`config.mk`:
```
export PLATFORM = sky130hd
export DESIGN_NAME = rr_arbiter32
export DESIGN_NICKNAME = d
export VERILOG_FILES = /design/src/rtl/rr_arbiter32.sv
export SDC_FILE = /design/constraint.sdc
export NUM_CORES = 1
export LEC_CHECK = 0
export ABC_AREA = 1
export CAP_MARGIN = 0
export CORE_MARGIN = 3
export CORE_UTILIZATION = 59
export CTS_CLUSTER_DIAMETER = 40
export DETAILED_ROUTE_END_ITERATION = 6
export PLACE_DENSITY = 0.86
export SLEW_MARGIN = 5
export SYNTH_ARGS = -nofsm -noshare
export SYNTH_HDL_FRONTEND = slang
export SYNTH_SLANG_ARGS = --single-unit
```
`constraint.sdc`:
```
create_clock -name clk -period 5.5 [get_ports clk]
set_input_delay 0.55 -clock clk [delete_from_list [all_inputs] [get_ports clk]]
set_output_delay 0.55 -clock clk [all_outputs]
set_load 0.01 [all_outputs]
```
`src/rtl/rr_arbiter32.sv`:
```
// Round-robin arbiter: grants one of N requesters, drives the mux select index,
// and holds the grant until release, request drop, or the hold limit expires.
module rr_arbiter32 #(
   parameter int N        = 32,
   parameter int SELW     = 5,
   parameter int MAX_HOLD = 16
) (
   input  logic            clk,
   input  logic            rst,
   input  logic [N-1:0]    req,
   input  logic            release_i,
   output logic [N-1:0]    gnt,
   output logic [SELW-1:0] sel,
   output logic            busy,
   output logic            timeout_o,
   output logic            fsm_state
);

   localparam int CNTW      = (MAX_HOLD > 1) ? $clog2(MAX_HOLD) : 1;
   localparam int HOLD_LAST = (MAX_HOLD > 0) ? MAX_HOLD - 1 : 0;
   localparam logic [SELW-1:0] LAST_IDX = SELW'(N - 1);
   localparam logic [N-1:0]    ONE_HOT0 = {{(N-1){1'b0}}, 1'b1};

   typedef enum logic {IDLE = 1'b0, GRANT = 1'b1} state_t;

   state_t          state;
   logic [SELW-1:0] ptr;
   logic [CNTW-1:0] hold_cnt;
   logic            found;
   logic [SELW-1:0] pick;
   logic            owner_done;
   logic            hold_expired;
   logic [SELW-1:0] ptr_after;

   // Index ptr+off wrapped into 0..N-1; valid for any N, not only powers of two.
   function automatic logic [SELW-1:0] wrap_add(input logic [SELW-1:0] base,
                                                input int unsigned     off);
      int unsigned s;
      s = int'(base) + off;
      if (s >= N) s = s - N;
      return SELW'(s);
   endfunction

   // Scan from the far end so the closest requester to ptr is the last writer.
   always_comb begin
      found = 1'b0;
      pick  = '0;
      for (int j = N - 1; j >= 0; j--) begin
         if (req[wrap_add(ptr, j)]) begin
            found = 1'b1;
            pick  = wrap_add(ptr, j);
         end
      end
   end

   always_comb begin
      owner_done   = release_i || !req[sel];
      hold_expired = (MAX_HOLD > 0) && (hold_cnt == CNTW'(HOLD_LAST));
      ptr_after    = (sel == LAST_IDX) ? '0 : sel + 1'b1;
   end

   always_ff @(posedge clk) begin
      if (!rst) begin
         state     <= IDLE;
         gnt       <= '0;
         sel       <= '0;
         busy      <= 1'b0;
         timeout_o <= 1'b0;
         ptr       <= '0;
         hold_cnt  <= '0;
      end else begin
         timeout_o <= 1'b0;
         case (state)
            IDLE: begin
               if (found) begin
                  gnt      <= ONE_HOT0 << pick;
                  sel      <= pick;
                  busy     <= 1'b1;
                  hold_cnt <= '0;
                  state    <= GRANT;
               end
            end
            GRANT: begin
               hold_cnt <= hold_cnt + 1'b1;
               // Release or request drop wins over the hold limit: no timeout pulse then.
               if (owner_done || hold_expired) begin
                  gnt       <= '0;
                  busy      <= 1'b0;
                  ptr       <= ptr_after;
                  state     <= IDLE;
                  timeout_o <= !owner_done;
               end
            end
            default: state <= IDLE;
         endcase
      end
   end

   assign fsm_state = state;

endmodule
```
# Word level (Yosys, flattened, before mapping)
# Cells that the tools add are included.
# op_classes
n_addsub	65
n_mul	0
div	0
n_lt_le_gt_ge	65
n_eq_ne	4
shifts	1
n_mux	174
bitwise_logic	1
reduce_logical	8
# ops
cell	count
5-bit 2-to-1 mux	65
5-bit by 6-bit < comparator with 1-bit output (second input constant)	33
6-bit >= comparator (second input constant)	31
1-bit binary-select mux with 5-bit select	33
5-bit by 1-bit subtractor with 5-bit output (second input constant)	32
5-bit by 5-bit adder with 6-bit output (second input constant)	16
1-bit 2-to-1 mux	69
32-bit 2-to-1 mux	2
32-bit one-hot mux with 2 select lines	1
5-bit by 4-bit adder with 6-bit output (second input constant)	8
1-bit by 5-bit left shift with 32-bit output (first input constant)	1
5-bit by 3-bit adder with 6-bit output (second input constant)	4
5-bit by 2-bit adder with 6-bit output (second input constant)	2
4-bit one-hot mux with 2 select lines	1
5-bit by 1-bit adder with 6-bit output (second input constant)	1
5-bit by 6-bit >= comparator with 1-bit output (second input constant)	1
2-bit AND reduction	3
5-bit by 1-bit adder with 5-bit output (second input constant)	1
5-bit == test (second input constant)	1
4-bit by 1-bit adder with 4-bit output (second input constant)	1
4-bit == test (second input constant)	1
4-bit 2-to-1 mux	1
1-bit one-hot mux with 2 select lines	2
3-bit AND reduction	1
other kinds (5)	7
# word_totals
reg_bits	49
latch_bits	0
ram_bits	0
rom_bits	0
inputBits	35
out_inout_bits	40
word_cells	325
n_memories	0

# Longest topological paths before layout
# logic_depth
depth_word	40
mapped_depth	53
mapped_depth_nobuf	48

# Worst setup path after synthesis
# No wires, ideal clock.
# synth_timing
kind	flip-flop to flip-flop
startpoint	register ptr[1]
endpoint	register sel[3]
setup_ns	0.112
arrival_ns	4.342
required_ns	5.388
slack_ns	1.046
stages_incl_launch_ff	53
path_buffers	6
synth_period_minus_slack_ns	4.454
cell_sequence	dfxtp_1 -> buf_6 -> inv_4 -> buf_6 -> buf_6 -> clkbuf_1 -> ha_1 -> inv_1 -> clkbuf_1 -> nand3_1 -> nand3_1 -> nand3_2 -> nand2_2 -> clkinv_1 -> nand3_1 -> nand2_1 -> nand2_1 -> nand2_1 -> [... 17 more ...] -> nand2_1 -> nand2_1 -> nand2_1 -> nand2_1 -> nand2_1 -> nand2_1 -> nand2_1 -> nand2_1 -> nand2_1 -> nand2_1 -> nand2_1 -> nand2_1 -> nand2_2 -> nand2_4 -> nand2_4 -> buf_12 -> o21ai_2 -> inv_2
# synth_via
elab_chain_cells	38
elab_cells_between_ends	256
classes_between	add/sub (63); order compare (32); mux (160); reduce/logical (1)
# synth_rtl
element	line_no	source
start, declared	27	logic [SELW-1:0] ptr;
start signal, assigned	89	ptr <= ptr_after;
5-bit by 5-bit adder with 6-bit output	39	s = int'(base) + off;
5-bit by 1-bit subtractor with 5-bit output / 6-bit >= comparator (equally long branches)	40	if (s >= N) s = s - N;
5-bit 2-to-1 mux	40	
1-bit binary-select mux with 5-bit select	49	if (req[wrap_add(ptr, j)]) begin
1-bit 2-to-1 mux (not written as such)	49	
1-bit 2-to-1 mux (32 in a row)	49	
2-bit AND reduction (no line)	-	
end signal, assigned	77	sel <= pick;
end, declared	13	output logic [SELW-1:0] sel,
# Parallel ways exist; a longest one is shown, timed or not. The select of a mux whose other input is x is not followed.
# A chain may end at the register's enable or synchronous reset.

# Worst setup path after layout
# layout_timing
startpoint	register ptr[3]
endpoint	register gnt[7]
# layout_via
elab_chain_cells	40
elab_cells_between_ends	260
classes_between	add/sub (63); order compare (32); eq/ne (1); shift (1); mux (162); reduce/logical (1)
# layout_rtl
element	line_no	source
5-bit by 5-bit adder with 6-bit output	39	
5-bit by 1-bit subtractor with 5-bit output / 6-bit >= comparator (equally long branches)	40	
5-bit 2-to-1 mux	40	
1-bit binary-select mux with 5-bit select	49	
1-bit 2-to-1 mux (not written as such)	49	
5-bit 2-to-1 mux (32 in a row)	49	
1-bit by 5-bit left shift with 32-bit output	76	gnt <= ONE_HOT0 << pick;
32-bit 2-to-1 mux	75	if (found) begin
32-bit one-hot mux with 2 select lines	73	case (state)
end signal, assigned	76	
end, declared	12	output logic [N-1:0] gnt,
# Parallel ways exist; a longest one is shown, timed or not. The select of a mux whose other input is x is not followed.

==> results.ini <==
[outcome]
status=finished, final reports clean

[worst_hold_path]
worstHoldPathCells=2
hold_start=gnt[27]
min_to=gnt[27]
hold_path_class=reg2reg

[global_routing]
grt_pass1_vias=7685
grt_max_degree=40
overflow=0
grt_antenna_before_repair=0
grt_pass1_wl_mm=39.3
grt_use_total_pct=37.9

[final_layout]
synthToLayoutAreaGrowth_pct=12.5
drive_gt1_share_pct=10.4
final_cell_mix=nand2_1 (382), nand3_1 (196), a21oi_1 (145), clkdlybuf4s50_1 (74), inv_1 (67)
n_antenna_cell=0
final_common_cell=nand2_1
fin_nets=1281
nFillCells=1031

[clock_network]
cts_setup_buffers=0
clkTransAtPathRegs_ns=0.07
cts_hold_buf=0
cts_buffers=5
h-tree-depth=2
clk_latency_ns=0.29
cts_tree=built
cts_resized=0
clockBufferDepth=2
root_buffer=clkbuf_16
clock_sinks=49

[logic_synthesis]
syn_area_per_cell_um2=5.73
synth_xor_area_share_pct=3.66
ys_ff_latch=49
synth_top_family_by_area=simple AND/OR/NAND/NOR gates
synth_top_area_cell=nand2_1
synth_simple_gate_area_share_pct=48.5
postSynth.asyncResetShare_pct=0
syn_inst=1182
synth_compound_area_share_pct=19.6
synthMuxAreaShare_pct=0
ys_seq_area_share_pct=14.5
synthesis.nets=1233
synth_area_um2=6770
synth-edff-count=0
synth_fa_ha_area_share_pct=2.96
synth_top_flop_cell=dfxtp_1
ys_warn_count=0
yosysUniqueCellTypes=45
synth.top_cells.by_area=nand2_1 (21%), dfxtp_1 (14%), nand3_1 (14%), a21oi_1 (11%), inv_1 (3.7%)
synth_top_area_share_pct=21.2

[critical_path]
r2r-end=gnt[7]
critPathRequiredTime_ns=5.70
cp.buffers_inverters=4
start_kind=register
crit_path_top_delay_cell=dfxtp_1
reg2reg_setup_slack_ns=0.52
rr_startpoint=ptr[3]
path_delay_family=simple AND/OR/NAND/NOR gates
cp.arrival_ns=5.19
worstPathCellList=inv_2 > buf_4 > nor2_4 > nor2_4 > nand2_2 > o21a_4 > inv_4 > o21ai_0 > nand2_1 > nand2_1 > nor4_1 > nand4_1 > nor3_1 > nor2_1 > clkinv_1 > a21oi_4 > nand4_1 > a21oi_1
cp-end-kind=register
r2r_cells=18
worstSetupPathType=reg2reg
crit_fanout=17
critPathMaxStageDelay_ns=0.83

[route]
via_per_inst=6.19
ant_nets=0
dr.first_iter.drc_count=1148
wire_per_inst_um=17.9
wl_mm=24.5
drc=0
vias=8488
firstDrtPassIters=6

[timing]
timing_max_transition_violations_final=0
finalSetupViolCount=0
finalClockSkew_ns=0.00691
max_slew_margin_pct=22.1
finalHoldViolCount=0
finalCritPeriodShare_pct=90.6
setup_tns_ns=0
worst_slew_pin_slew_ns=1.17
whs_ns=0.467
post-route-min-period_ns=4.98
rsz0062_at_grt=no
fmax_ghz=0.201

[floorplanning]
core_um2=11000
num_rows=38
ios=75
initial_core_util_pct=61.4
dieArea_um2=12800
die_w_um=113
die_h_um=113

[flow_run]
drv_cap=0

[placed_design]
place_congestion=1.14
portBuffers=74
dp_hpwl_mm=19.0

==> synth_stat cells, types with 4 or more instances <==
| cell | instances |
|---|---|
| nand2_2 | 14 |
| buf_4 | 7 |
| xor2_1 | 8 |
| inv_2 | 21 |
| buf_6 | 14 |
| xor2_2 | 7 |
| o221ai_1 | 4 |
| o21ai_0 | 42 |
| nand3_1 | 196 |
| nand4_1 | 19 |
| a31oi_1 | 11 |
| clkbuf_1 | 16 |
| ha_1 | 16 |
| a21oi_1 | 145 |
| clkinv_1 | 5 |
| dfxtp_1 | 49 |
| nor2_4 | 7 |
| o21ai_2 | 7 |
| nor2_1 | 54 |
| o22ai_1 | 6 |
| nand2_4 | 12 |
| inv_1 | 67 |
| nand3_2 | 15 |
| nand2_1 | 382 |
| nor4_1 | 9 |
| o21ai_1 | 7 |
| buf_2 | 12 |
==> area by class of cell <==
class	instances	area [um2]	share of cell area, %
flip-flops and latches	49	982	12.9
multi-input cells	985	5060	66.5
repair buffers	92	876	11.5
well taps	140	175	2.30
clock buffers	6	129	1.69
inverters	97	373	4.90
clock inverters	2	13.8	0.181
==> worst max path at each step <==
stage,endpoint,startpoint,slack [ns],cells past startpoint
2_1_floorplan,sel[3],ptr[1],1.05,52
3_3_place_gp,gnt[3],ptr[3],0.82,18
3_5_place_dp,gnt[7],ptr[3],0.75,15
4_1_cts,gnt[7],ptr[1],0.69,17
5_1_grt,gnt[12],ptr[1],0.16,46
6_report,gnt[7],ptr[3],0.52,18
==> state kept, by name, indices dropped and copies added, names as in the netlist <==
register   cells
busy           1
fsm_state      1
gnt           32
hold_cnt       4
ptr            5
sel            5
timeout_o      1
==> metrics by stage <==
step / setup slack [ns] / utilization [%] / cell area (um2) / std cells
floorplan: 1.05 / - / 6770 / 1182
global placement: 0.818 / 67.7 / 7470 / 1363
detailed placement: 0.749 / 67.7 / 7470 / 1363
CTS: 0.686 / 69.0 / 7610 / 1371
global route: 0.159 / 69.0 / 7610 / 1371
finish: 0.516 / 69.0 / 7610 / 1371
==> worst register-to-register path: stages, from the launching register on <==
cell,delay [ns]
dfxtp_1,0.83
inv_2,0.11
buf_4,0.27
nor2_4,0.14
nor2_4,0.08
nand2_2,0.08
o21a_4,0.16
inv_4,0.08
o21ai_0,0.47
nand2_1,0.16
nand2_1,0.33
nor4_1,0.11
nand4_1,0.21
nor3_1,0.07
nor2_1,0.37
clkinv_1,0.47
a21oi_4,0.58
nand4_1,0.20
a21oi_1,0.18
==> cells by family after synthesis <==
logic type / count (synthesis)
flops: 49
xor+xnor: 18
simple gates: 715
buf+inv: 148
compound gates: 236
fa+ha+maj: 16
==> per-layer routing <==
layer  global-route usage [%]  up-vias  part of all wire, %
met5                        0        -                    0
met4                     16.9        0                  4.8
met3                     6.04       86                   11
met2                     57.4      516                   42
met1                     53.0     3815                   42
li1                         -     4071                    -
Power is left out: the tool's default activity adds up to more than one toggle a clock period on the data nets, which glitch-free logic cannot reach.
==> RTL change 1 (same settings) <==
The parameter `N` goes from 32 to 16.
--- a/src/rtl/rr_arbiter32.sv
+++ b/src/rtl/rr_arbiter32.sv
@@ -1,7 +1,7 @@
 // Round-robin arbiter: grants one of N requesters, drives the mux select index,
 // and holds the grant until release, request drop, or the hold limit expires.
 module rr_arbiter32 #(
-   parameter int N        = 32,
+   parameter int N        = 16,
    parameter int SELW     = 5,
    parameter int MAX_HOLD = 16
 ) (
Interface: changed (resized gnt and req); port bits go from 75 to 43. The function was not compared with the original's and may differ.
==> RTL change 1 against the unedited design <==
  * Die area shrank 43%
  * Worst setup slack gained 780 ps
  * Wire length shrank 49%
  * Non-clock buffer count shrank 48
  * Synthesized area shrank 46%
  * Hold slack improved by 3.9 ps
  * Design area shrank 45%
  * Sequential cell count decreased by 16
  * Clock skew grew 3.4 ps
  * Critical path type unchanged
==> RTL change 1: results (changes against the unedited design) <==
| Metric | Value |
|---|---|
| #FFs+latches synth | 33 (-33%) |
| Non-clk invs | 76 (-22%) |
| Final Non-Filler Cells | 770 (-44%) |
| Top post-synthesis cells by count | nand2_1 (217), nand3_1 (84), nor2_1 (68) |
| DR top layer | met4 |
| Depth of the most critical reg-to-reg path | 28 (+10) |
| Met3 wire length | 1230 um (-52%) |
| Final wirelength | 12,600 um (-49%) |
| Mean number of vias per cell | 5.99 (-3.2%) |
| Max Clk Rate | 238 MHz (+19%) |
| Hold path endpoint | gnt[10] |
| DRC violation total after the first TritonRoute iteration | 662 (-42%) |
| Multi-input gates | 534 (-46%) |
| Largest regs | gnt (16), ptr (5), sel (5) |
| Met3 GRT Util | 0.0621 (+0.00171) |
| Synth Instances | 660 (-44%) |
| Die W | 85.1 um (-25%) |
| R2r endpoint | gnt[8] |
| Post-Synth XOR/XNOR Area | 0.0275 (-0.00912) |
| Crit path launch type | flip-flop |
| IO buf count | 42 (-43%) |
| Placement Cell Area | 0.00411 mm2 (-45%) |
| Post-DP HPWL | 9640 um (-49%) |
| Largest net degree at the start of global routing | 28 (-30%) |
| First-pass GRT wire length | 20,400 um (-48%) |
| Layout clock area frac | 0.0241 (+0.00533) |
| Dominant cells by area after synthesis | nand2_1 (22%), dfxtp_1 (18%), nand3_1 (11%) |
| Worst slack, placed | 1380 ps (+634 ps) |
| GPL Wtd Cong | 1.07 (-6.1%) |
| Final #Nets | 727 (-43%) |
| Design area | 0.00421 mm2 (-45%) |
| Mux cell area share after synthesis | 0 (unchanged) |
| Clock buf count | 7 (+1) |
| Layout cells sized above 1 | 0.0734 (-0.0306) |
| Inst Count DP | 762 (-44%) |
| Met2 Use GR | 0.562 (-0.0117) |
| Data buffer area share | 0.103 (-0.0117) |
| Overall Global Routing Usage | 0.348 (-0.0315) |
| Critical Path AT | 4400 ps (-790 ps) |
| Register area share after synthesis | 0.179 (+0.0342) |
| DR WL met2 | 5720 um (-45%) |
| Multi-input logic area | 0.00263 mm2 (-48%) |
| Hold_sp | gnt[10] |
| Hold Path Class | flip-flop to flip-flop |
| Number of global-route vias before repair | 4,248 (-45%) |
| Max transition margin | 0.538 (+0.317) |
| Highest fanout seen on the critical path | 15 (-2) |
| Hold slack final | 471 ps (+3.91 ps) |
| Post-synth cell types | 41 (-8.9%) |
| Number of non-clock buffers in the layout | 44 (-52%) |
| Root Driver | clkbuf_8 |
| Status | finished clean |
| R2R Path Start | ptr[1] |
| M1 WL | 4920 um (-53%) |
| Skew final | 10.3 ps (+3.39 ps) |
| GR Util met1 | 0.422 (-0.109) |
| Synthesized-area fraction occupied by adder cells | 0.0475 (+0.0179) |
| Mapped Nets | 693 (-44%) |
| Fraction of area in registers | 0.157 (+0.0279) |
[RTL change 1: cell count changes after synthesis, sizes merged, moves of 8 or more]
cell,delta
clkbuf,-10
inv,-16
xor2,-9
nand4,-16
nor2,+10
dfxtp,-16
a31oi,-8
o21ai,-24
buf,-24
nand3,-124
nand2,-177
a21oi,-90
[RTL change 1: power groups by stage]
stage	combinational [mW]	sequential (mW)	clock (mW)
6_report	2.42	0.358	0.203
5_1_grt	2.67	0.368	0.212
4_1_cts	2.34	0.356	0.202
3_5_place_dp	2.32	0.361	0
3_3_place_gp	2.29	0.358	0
2_1_floorplan	1.76	0.345	0
[RTL change 1: cell families after synthesis]
logic type	count (synthesis)
xor+xnor	9
fa+ha+maj	14
flops	33
simple gates	399
buf+inv	93
compound gates	112
[RTL change 1: worst min-delay path: cells and delay by family, from the launching register on]
family,cells,cell delay (ps)
flip-flops,1,310
AO/OA/AOI/OAI,1,50
AND/OR/NAND/NOR,1,60
==> RTL change 2 (same settings) <==
Made on the original files. Register the output `timeout_o` once more, cleared by the reset; this adds one clock of latency there. The other outputs are not delayed to match.
--- a/src/rtl/rr_arbiter32.sv
+++ b/src/rtl/rr_arbiter32.sv
@@ -22,6 +22,8 @@
    localparam logic [N-1:0]    ONE_HOT0 = {{(N-1){1'b0}}, 1'b1};
 
    typedef enum logic {IDLE = 1'b0, GRANT = 1'b1} state_t;
+
+   logic timeout_s0;
 
    state_t          state;
    logic [SELW-1:0] ptr;
@@ -65,11 +67,11 @@
          gnt       <= '0;
          sel       <= '0;
          busy      <= 1'b0;
-         timeout_o <= 1'b0;
+         timeout_s0 <= 1'b0;
          ptr       <= '0;
          hold_cnt  <= '0;
       end else begin
-         timeout_o <= 1'b0;
+         timeout_s0 <= 1'b0;
          case (state)
             IDLE: begin
                if (found) begin
@@ -88,7 +90,7 @@
                   busy      <= 1'b0;
                   ptr       <= ptr_after;
                   state     <= IDLE;
-                  timeout_o <= !owner_done;
+                  timeout_s0 <= !owner_done;
                end
             end
             default: state <= IDLE;
@@ -98,4 +100,12 @@
 
    assign fsm_state = state;
 
+   always_ff @(posedge clk) begin
+      if (!rst) begin
+         timeout_o <= '0;
+      end else begin
+         timeout_o <= timeout_s0;
+      end
+   end
+
 endmodule
Check against the original RTL: not settled (the Yosys comparison gave no result); the edit may change what the design does.
==> RTL change 2 against the unedited design <==
  * The flow now finishes with violations (DRC)
  * Synthesized area decreased by 2.4%
  * Worst setup slack worse by 190 ps
  * Clock skew hardly changed
  * Design area fell by 1.7%
  * Sequential share of layout area up 0.47 points
  * Wire length is 2.6% lower
  * Non-clock buffer count rose by 3
  * Synthesized cell count fell by 0.59%
  * Sequential cell count up 1
  * Largest cell class unchanged
Power is left out: the tool's default activity adds up to more than one toggle a clock period on the data nets, which glitch-free logic cannot reach.
==> RTL change 2: results (changes against the unedited design) <==
| Metric | Value |
|---|---|
| Status | complete, but fails checks |
| Failing checks | DRC |
| Final #Nets | 1,276 (-0.39%) |
| Post-DP HPWL | 18,200 um (-4.2%) |
| DRC errors left | 10 (+10) |
| Layout cells sized above 1 | 0.0856 (-0.0183) |
| Fillers | 1,036 (+0.48%) |
| Number of global-route vias before repair | 7,354 (-4.3%) |
| Clock transition at path regs | 90 ps (+20 ps) |
| DRC violation total after the first TritonRoute iteration | 1,187 (+3.4%) |
| Root Driver | clkbuf_8 |
| Mapped Nets | 1,226 (-0.57%) |
| Tightest Pin Transition | 1160 ps (-6.90 ps) |
| Final wirelength | 23,900 um (-2.6%) |
| Max incr delay on CP | 540 ps (-290 ps) |
| Worst-Skew Late Latency | 310 ps (+20 ps) |
| First-pass GRT wire length | 38,200 um (-2.7%) |
| Post-synth cell types | 46 (+2.2%) |
| Slack of the critical path | 321 ps (-195 ps) |
| Slowest cell on the critical path | nor2_1 |
| Skew final | 6.68 ps (-0.229 ps) |
| R2R Path Start | ptr[1] |
| Compound-Gate Fraction of Synth Area | 0.197 (+0.000740) |
| Hold slack final | 438 ps (-29.0 ps) |
| Synthesized-area fraction occupied by adder cells | 0.0303 (+0.000739) |
| Worst slack, placed | 496 ps (-253 ps) |
| Register area share after synthesis | 0.152 (+0.00665) |
| Dominant cells by area after synthesis | nand2_1 (21%), nand3_1 (16%), dfxtp_1 (15%) |
| Vias post-DR | 8,364 (-1.5%) |
| GPL Wtd Cong | 1.10 (-3.5%) |
| Highest fanout seen on the critical path | 29 (+12) |
| Placement Cell Area | 0.00733 mm2 (-1.9%) |
| R2r endpoint | gnt[0] |
| Pre-antenna DRT Iters | 7 (+1) |
## RTL change 2: metal layers
| metal | vias to the layer above | track usage | part of all wire |
|---|---|---|---|
| met5 | - | 0 | 0 |
| met2 | 514 | 0.550 | 0.42 |
| li1 | 4051 | - | - |
| met1 | 3712 | 0.526 | 0.42 |
| met3 | 87 | 0.0777 | 0.11 |
| met4 | 0 | 0.155 | 0.041 |
## RTL change 2: worst max-delay path by stage
stage / startpoint / to / slack [ps] / cells past startpoint
after floorplan: ptr[0] / gnt[23] / 840 / 53
after global placement: ptr[1] / gnt[27] / 480 / 20
after detailed placement: ptr[1] / gnt[28] / 500 / 20
after CTS: ptr[1] / gnt[30] / 390 / 20
after global routing: ptr[0] / gnt[8] / 30 / 45
final: ptr[1] / gnt[0] / 320 / 19
## RTL change 2: timing repair
| action | in CTS | in global routing |
|---|---|---|
| endpoints found under the hold margin | 0 | 0 |
| setup buffers | 0 | 2 |
| resized for setup | 0 | 3 |
| endpoints found under the setup margin | 0 | 31 |
## RTL change 2: through the flow
stage               utilization  cells
detailed placement        0.673   1356
finish                    0.688   1366
global placement          0.673   1356
global route              0.688   1366
floorplan                     -   1175
CTS                       0.683   1364
## RTL change 2: final cells by class
class,count,area [um2],share of cell area
inverters,96,364,0.0486
repair buffers,95,911,0.122
multi-input cells,977,4920,0.658
clock buffers,5,68.8,0.00919
well taps,140,175,0.0234
flip-flops and latches,50,1000,0.134
clock inverters,3,43.8,0.00585
## RTL change 2: logic make-up (layout without fill, tap and decap cells)
family / count (synthesis) / after routing
AND/OR/NAND/NOR: 704 / 704
AO/OA/AOI/OAI: 239 / 239
buffers and inverters: 148 / 199
flip-flops: 50 / 50
XOR/XNOR: 18 / 18
adder cells (fa/ha/maj): 16 / 16
